===== src/rtl/branch_resolve_bht.sv =====
// Branch resolution unit with a 2-bit saturating-counter BHT.
// Resolves B-type compares, trains the BHT, registers redirect info.
module branch_resolve_bht #(
  parameter int         n        = 32,
  parameter int         ENTRIES  = 16,
  parameter logic [1:0] CNT_INIT = 2'b01,
  parameter int         CW       = 16
) (
  input  logic          clock,
  input  logic          reset,
  input  logic [n-1:0]  f_pc,
  output logic          f_predtaken,
  input  logic          ex_valid,
  input  logic          ex_isbranch,
  input  logic          ex_stall,
  input  logic [n-1:0]  ex_pc,
  input  logic [n-1:0]  A,
  input  logic [n-1:0]  B,
  input  logic [2:0]    brfunc,
  input  logic          ex_predtaken,
  input  logic [n-1:0]  ex_target,
  input  logic [n-1:0]  ex_pcplus4,
  output logic          r_valid,
  output logic          r_taken,
  output logic          r_mispredict,
  output logic [n-1:0]  r_redirect,
  output logic          r_illegal,
  output logic [CW-1:0] br_count,
  output logic [CW-1:0] mp_count
);

  localparam int IDXW = $clog2(ENTRIES);
  localparam logic [CW-1:0] ONE = {{(CW-1){1'b0}}, 1'b1};

  logic [1:0]      bht_q [ENTRIES];
  logic [1:0]      bht_d [ENTRIES];
  logic [IDXW-1:0] f_idx;
  logic [IDXW-1:0] ex_idx;
  logic [1:0]      cnt;
  logic            taken;
  logic            illegal;
  logic            resolve;
  logic            mispredict;

  logic            r_valid_q, r_valid_d;
  logic            r_taken_q, r_taken_d;
  logic            r_mp_q, r_mp_d;
  logic [n-1:0]    r_redir_q, r_redir_d;
  logic            r_ill_q, r_ill_d;
  logic [CW-1:0]   br_q, br_d;
  logic [CW-1:0]   mp_q, mp_d;

  logic            unused_pc_bits;

  assign unused_pc_bits = ^{f_pc[n-1:IDXW+2], f_pc[1:0],
                            ex_pc[n-1:IDXW+2], ex_pc[1:0]};

  assign f_idx       = f_pc[IDXW+1:2];
  assign ex_idx      = ex_pc[IDXW+1:2];
  assign f_predtaken = bht_q[f_idx][1];
  assign cnt         = bht_q[ex_idx];
  assign resolve     = ex_valid & ex_isbranch & ~ex_stall;
  assign mispredict  = taken ^ ex_predtaken;

  always_comb begin
    taken   = 1'b0;
    illegal = 1'b0;
    unique case (brfunc)
      3'b000: taken = (A == B);
      3'b001: taken = (A != B);
      3'b100: taken = ($signed(A) <  $signed(B));
      3'b101: taken = ($signed(A) >= $signed(B));
      3'b110: taken = (A <  B);
      3'b111: taken = (A >= B);
      3'b010,
      3'b011: illegal = 1'b1;
    endcase
  end

  // Fetch reads bht_q directly, so a same-index update is not bypassed.
  always_comb begin
    for (int i = 0; i < ENTRIES; i++) bht_d[i] = bht_q[i];
    if (resolve && !illegal) begin
      if (taken)
        bht_d[ex_idx] = (cnt == 2'b11) ? cnt : cnt + 2'd1;
      else
        bht_d[ex_idx] = (cnt == 2'b00) ? cnt : cnt - 2'd1;
    end
  end

  always_comb begin
    r_valid_d = r_valid_q;
    r_taken_d = r_taken_q;
    r_mp_d    = r_mp_q;
    r_redir_d = r_redir_q;
    r_ill_d   = r_ill_q;
    if (!ex_stall) begin
      if (ex_valid && ex_isbranch) begin
        r_valid_d = 1'b1;
        r_taken_d = taken;
        r_mp_d    = mispredict;
        r_redir_d = taken ? ex_target : ex_pcplus4;
        r_ill_d   = illegal;
      end else begin
        r_valid_d = 1'b0;
        r_mp_d    = 1'b0;
        r_ill_d   = 1'b0;
      end
    end
  end

  always_comb begin
    br_d = br_q;
    mp_d = mp_q;
    if (resolve && br_q != '1) br_d = br_q + ONE;
    if (resolve && mispredict && mp_q != '1) mp_d = mp_q + ONE;
  end

  always_ff @(posedge clock or posedge reset) begin
    if (reset) begin
      for (int i = 0; i < ENTRIES; i++) bht_q[i] <= CNT_INIT;
      r_valid_q <= 1'b0;
      r_taken_q <= 1'b0;
      r_mp_q    <= 1'b0;
      r_redir_q <= '0;
      r_ill_q   <= 1'b0;
      br_q      <= '0;
      mp_q      <= '0;
    end else begin
      for (int i = 0; i < ENTRIES; i++) bht_q[i] <= bht_d[i];
      r_valid_q <= r_valid_d;
      r_taken_q <= r_taken_d;
      r_mp_q    <= r_mp_d;
      r_redir_q <= r_redir_d;
      r_ill_q   <= r_ill_d;
      br_q      <= br_d;
      mp_q      <= mp_d;
    end
  end

  assign r_valid      = r_valid_q;
  assign r_taken      = r_taken_q;
  assign r_mispredict = r_mp_q;
  assign r_redirect   = r_redir_q;
  assign r_illegal    = r_ill_q;
  assign br_count     = br_q;
  assign mp_count     = mp_q;

endmodule


===== config.mk =====
export PLATFORM = sky130hd
export DESIGN_NAME = branch_resolve_bht
export DESIGN_NICKNAME = d
export VERILOG_FILES = /design/src/rtl/branch_resolve_bht.sv
export SDC_FILE = /design/constraint.sdc
export NUM_CORES = 1
export LEC_CHECK = 0
export CAP_MARGIN = 20
export CORE_AREA = 4 4 104 145
export CTS_BUF_LIST = sky130_fd_sc_hd__clkbuf_2 sky130_fd_sc_hd__clkbuf_4 sky130_fd_sc_hd__clkbuf_8
export DETAILED_ROUTE_END_ITERATION = 6
export DIE_AREA = 0 0 108 149
export PLACE_DENSITY = 0.9
export SYNTH_ARGS = -nofsm -noshare
export SYNTH_HDL_FRONTEND = slang
export SYNTH_SLANG_ARGS = --single-unit

===== constraint.sdc =====
create_clock -name clock -period 3.7 [get_ports clock]
set_input_delay 0.37 -clock clock [delete_from_list [all_inputs] [get_ports clock]]
set_output_delay 0.37 -clock clock [all_outputs]
set_load 0.05 [all_outputs]

Word level (Yosys, flattened, before mapping)
Cells that the tools add are included.
Widths: inputs -> output; s select.

storage, ports and cells
  bits in registers = 100
  input port bits = 201

cells by class
  add/subtract/negate cells = 4
  $lt $le $gt $ge = 7
  equal/unequal tests = 12
  muxes and demuxes = 19
  bitwise gates (word level) = 6
  reduce and logical (&&, ||, !) cells = 11

operators by type and width
  operator               number
  $bwmux 32              2
  $ge 32x32->1           2
  $lt 32x32->1           2
  $mux 32                2
  $add 16x1->16 const B  2
  $eq 32x32->1           1
  $ne 16x16->1 const B   2
  $ne 32x32->1           1
  $bmux 2 s4             2
  $mux 2                 7
  $eq 3x3->1 const B     4
  $ge 5x5->1 const B     2
  $not 4->5              2
  $demux 2 s4            1
  $eq 3x2->1 const B     2
  $logic_and 1x1->1      6
  $pmux 1 s6             1
  $lt 5x1->1 const B     1
  $mux 1                 4
  $eq 3x1->1 const B     1
  $logic_not 3->1        1
  $add 2x1->2 const B    1
  $and 1x1->1            2
  $eq 2x2->1 const B     1
  7 further kinds        7

Longest topological paths before layout
Gate-level depths: netlist of run 1.

  word-level depth = 8
  depth in mapped cells = 13
  gate-level depth less buffers = 11

Least setup slack after synthesis of run 1
OpenSTA, ideal clock, no wires.

  kind = input to register
  from = input port B[7]
  to = register mp_q[1] (netlist: mp_count[1])
  setup time = 125 ps
  arrival = 2879 ps
  data required time = 3575 ps
  slack = 696 ps
  stages = 11
  buffers on the path = 0
  cells stage by stage = inv_1 > ha_1 > a21oi_1 > o21ai_1 > o2bb2ai_1 > o41a_1 > nor2_1 > mux2_2 > o31a_1 > o21ai_1 > mux2_2

on the way
  word-level cells in the longest chain between the ends = 5
  elaborated cells on any way between the ends = 10
  classes of those cells = order compare: 4; eq/ne: 2; mux: 1; bitwise: 1; reduce/logical: 2

ends and longest elaborated chain
  item                                  line  RTL
  start: declaration                    18    input logic [n-1:0] B,
  $ge 32x32->1 (tied with other cells)  74    3'b111: taken = (A >= B);
  $pmux 1 s6 (*)                        68    unique case (brfunc)
  $xor 1x1->1 (*)                       63    assign mispredict = taken ^ ex_predtaken;
  $logic_and 1x1->1 (*) (2 in series)   116   if (resolve && mispredict && mp_q != '1) mp_d = mp_q + ONE;
  end signal: assignment                137   mp_q <= mp_d;
  end: declaration                      51    logic [CW-1:0] mp_q, mp_d;

Every way passes the cells marked *; elsewhere a longest branch is shown, timed or not.
A chain may end at the register's enable or synchronous reset.

Worst setup path after layout of run 1
Same ends and word-level chain as after synthesis.

==> key figures, run 1 <==
Status
  – Status: finished clean

Yosys
  – Largest area contributor in the netlist: dfrtp_1
  – Ys async rst share: 100%
  – Commonest cells post-synth: dfrtp_1 (84), nand2_1 (65), inv_1 (39)
  – EDFF count, synth: 0
  – Syn_area_per_cell: ~11 µm²
  – Top_reg_cell synth: dfrtp_1
  – Synth unique cells: 47
  – Sequential area share after synthesis: about 44%
  – Mapped Cells: roughly 540
  – Syn Nets: 770
  – Top cells by area, synth: dfrtp_1 (36%), mux2_2 (7.4%), ha_1 (7.3%), dfstp_2 (7.3%), mux4_2 (5.8%)
  – Most common cell in the synthesized netlist: dfrtp_1
  – FF+latch count, synth: 100
  – Yosys warns: 0
  – Synth Cell Area: around 5800 µm²
  – Top cell type's share of synthesized area: 36.3%

GRT
  – Routing usage on met3: ~6.7%
  – Total Routing Usage GR: 19.1%
  – Routing usage on met1: approximately 20%
  – Vias in the first global route: slightly above 5000
  – Met2 global-route usage: 35.5%
  – Grt peak-use layer: met2
  – First-pass GRT wire length: 24400 µm
  – GRT Residual Overflow: 0
  – Antenna violations before repair: 0
  – Largest net degree at the start of global routing: 87

CTS
  – CTS Buf Count: 9
  – Worst-Skew Late Latency: around 0.36 ns
  – Post-CTS Setup Repair Bufs: 0
  – CTS Buffer Depth: 2
  – Number of hold buffers added after cts: 0
  – CTS tree: done
  – H-tree lvl count: 3
  – CTS Sinks: 100
  – Root Driver: clkbuf_8
  – CTS-repair resized insts: 0
  – CTS clock-pin slew for the worst setup and hold paths: around 0.11 ns

Detailed routing
  – Antenna-violating nets left: 0
  – Vias: 4873
  – WL final: 15300 µm
  – Drt pass-1 iters: 4
  – DR iter-0 viols: about 150
  – Vias per inst: 5.15
  – DRC: 0
  – Routed wire length per instance: 16.2 µm

Die
  – Rows: between 50 and 60
  – Die Wd: 108 µm
  – Starting Density: a little over two fifths
  – Io pins: 270
  – CORE AREA: approximately 14000 µm²
  – Total die area: ~16000 µm²
  – Die height: about 150 µm

Layout
  – Multi-input gate area: ~3000 µm²
  – ANT cells: 0
  – Sequential Area: between 2000 and 3000 µm²
  – Fillcell total: 1113
  – Area grow syn2layout: 46.0%
  – Layout cells sized above 1: between 10 and 15%
  – Cell area after layout: 8450 µm²
  – Nets: a little under 1000

Worst setup path
  – Crit path max fanout: 5
  – Crit end category: register
  – Critical Path Source Type: input pin
  – Crit-path slowest cell: o41a_1
  – R2R setup slack: between 1 and 1.5 ns
  – Family with the most delay on the worst path: compound AO/OA/AOI/OAI gates
  – Req. time, crit path: roughly 4 ns
  – WP buf/inv: 2
  – Crit path largest cell delay: roughly 0.48 ns
  – CP cell instances: clkdlybuf4s50_1 -> inv_1 -> ha_1 -> a21oi_1 -> o21ai_1 -> o2bb2ai_1 -> o41a_1 -> nor2_1 -> mux2_2 -> o31a_1 -> o21ai_1 -> mux2_2
  – CP Class: in -> reg
  – Crit path DAT: 3.58 ns

Power and ir drop
  – Flop pwr share: around 40%
  – Pint: 2140 µW
  – Sw Share: a little under two fifths
  – Combinational Power Share: between 30% and 40%
  – Net Switching: between 1000 and 1500 µW
  – Clock power share: ~22%
  – Leakage: roughly 0.0037 µW
  – VDD IR-drop max: roughly 0.33 mV
  – Pwr dens: around 400 nW/µm²

Timing
  – Final Hold Fails: 0
  – FMAX: 0.299 GHz
  – Unrepaired setup endpoints after global routing: no
  – Setup-failing EPs final: 0
  – Final Critical Period: ~3.3 ns
  – Worst-Margin Slew: 0.656 ns
  – Post-route setup TNS: 0 ns
  – Slew headroom: between 50% and 60%
  – Clock Skews: 0.0186 ns
  – Pins Over Slew Limit: 0
  – Share of the clock period used by the worst path: about nine tenths

Job
  – Max Cap Viol: 0

Worst hold path
  – HP Class: in -> async

Place
  – Post-place instance area: 8220 µm²
  – Port Buf Inserts: ~210
  – HPWL after detailed placement: around 12000 µm
  – GPL Wtd Cong: about 0.84
==> path summary, 6_finish.rpt <==
path / startpoint / endpoint / depth (start not counted)
worst max-delay path: B[7] / mp_count[1] / 12
min in group clock: r_redirect[8] / r_redirect[8] / 2
worst min register to register: r_redirect[8] / r_redirect[8] / 2
worst max register to register: bht_q[0] / bht_q[9] / 4
worst min-delay path: reset / bht_q[5] / 2
max in group asynchronous: reset / bht_q[10] / 3
==> area by class of cell <==
| class | instances | share of cell area (%) |
|---|---|---|
| Inverter | 39 | 1.76 |
| Multi-Input combinational cell | 376 | 35.7 |
| Timing Repair Buffer | 231 | 27.5 |
| Clock buffer | 11 | 1.72 |
| Tap cell | 185 | 2.74 |
| Clock inverter | 5 | 0.784 |
| Sequential cell | 100 | 29.8 |
==> cells by family after synthesis <==
group / Yosys count / synth area share (%)
buffers and inverters: 59 / 4.49
DFF: 100 / 43.6
muxes: 85 / 18.8
and+or+nand+nor: 146 / 12.6
adders and majority gates: 36 / 7.73
xor gates and xnor gates: 28 / 4.23
AOI/OAI and AO/OA: 81 / 8.68
==> registers in the layout, summed over array words and instances (netlist names) <==
name,cells
r_illegal,1
mp_count,16
r_taken,1
br_count,16
bht_q,32
r_redirect,32
r_valid,1
r_mispredict,1
==> layout by cell type (no fill, tap or decap), types with 2 or more instances in the layout <==
master	netlist	routed
clkbuf_8	0	10
o2111ai_1	8	8
nor3_1	11	11
o21ai_0	38	38
xnor2_1	23	23
buf_12	0	3
inv_6	0	2
mux4_2	15	15
nand2b_1	3	3
mux2i_1	32	32
a221oi_1	2	2
o21ai_1	4	4
nand3_1	12	12
buf_4	4	14
dfrtp_1	84	84
a21oi_1	12	12
dfstp_2	16	16
mux2_2	38	38
nand4_1	9	9
ha_1	34	34
nor2b_1	7	7
nand2_1	65	65
maj3_2	2	2
nor2_1	16	16
and4_1	6	6
and3_1	9	9
o211ai_1	6	6
clkdlybuf4s50_1	0	213
xor2_1	5	5
inv_1	39	38
a21o_1	2	2
==> metrics by stage <==
step	hold WS [ns]	utilization [%]	total power [µW]	cells	setup WS (ns)
after floorplan	0.484	-	2120	535	0.696
after global placement	0.460	59.3	2640	930	0.0240
after detailed placement	0.469	59.3	2670	930	-0.0720
after CTS	0.493	60.9	3420	946	0.314
after global routing	0.451	61.1	3570	947	0.186
final	0.410	61.1	3390	947	0.355
==> metal layers <==
metal	share of wire, %	vias up
li1	-	2343
met1	34	2305
met2	53	196
met3	10	29
met4	2.2	0
met5	0	-
==> power by group through the flow <==
stage               registers, µW  clock network (µW)  logic (µW)
floorplan                    1770                   0         355
CTS                          1360                 767        1300
global placement             1370                   0        1270
global route                 1380                 814        1380
finish                       1350                 748        1280
detailed placement           1380                   0        1290
(Power assumes the default switching activity.)
==> run 2, diff against run 1 <==
- TNS_END_PERCENT: default -> 100
==> results of run 2 <==
No change in the layout: final DEF, timing and power equal those of run 1.
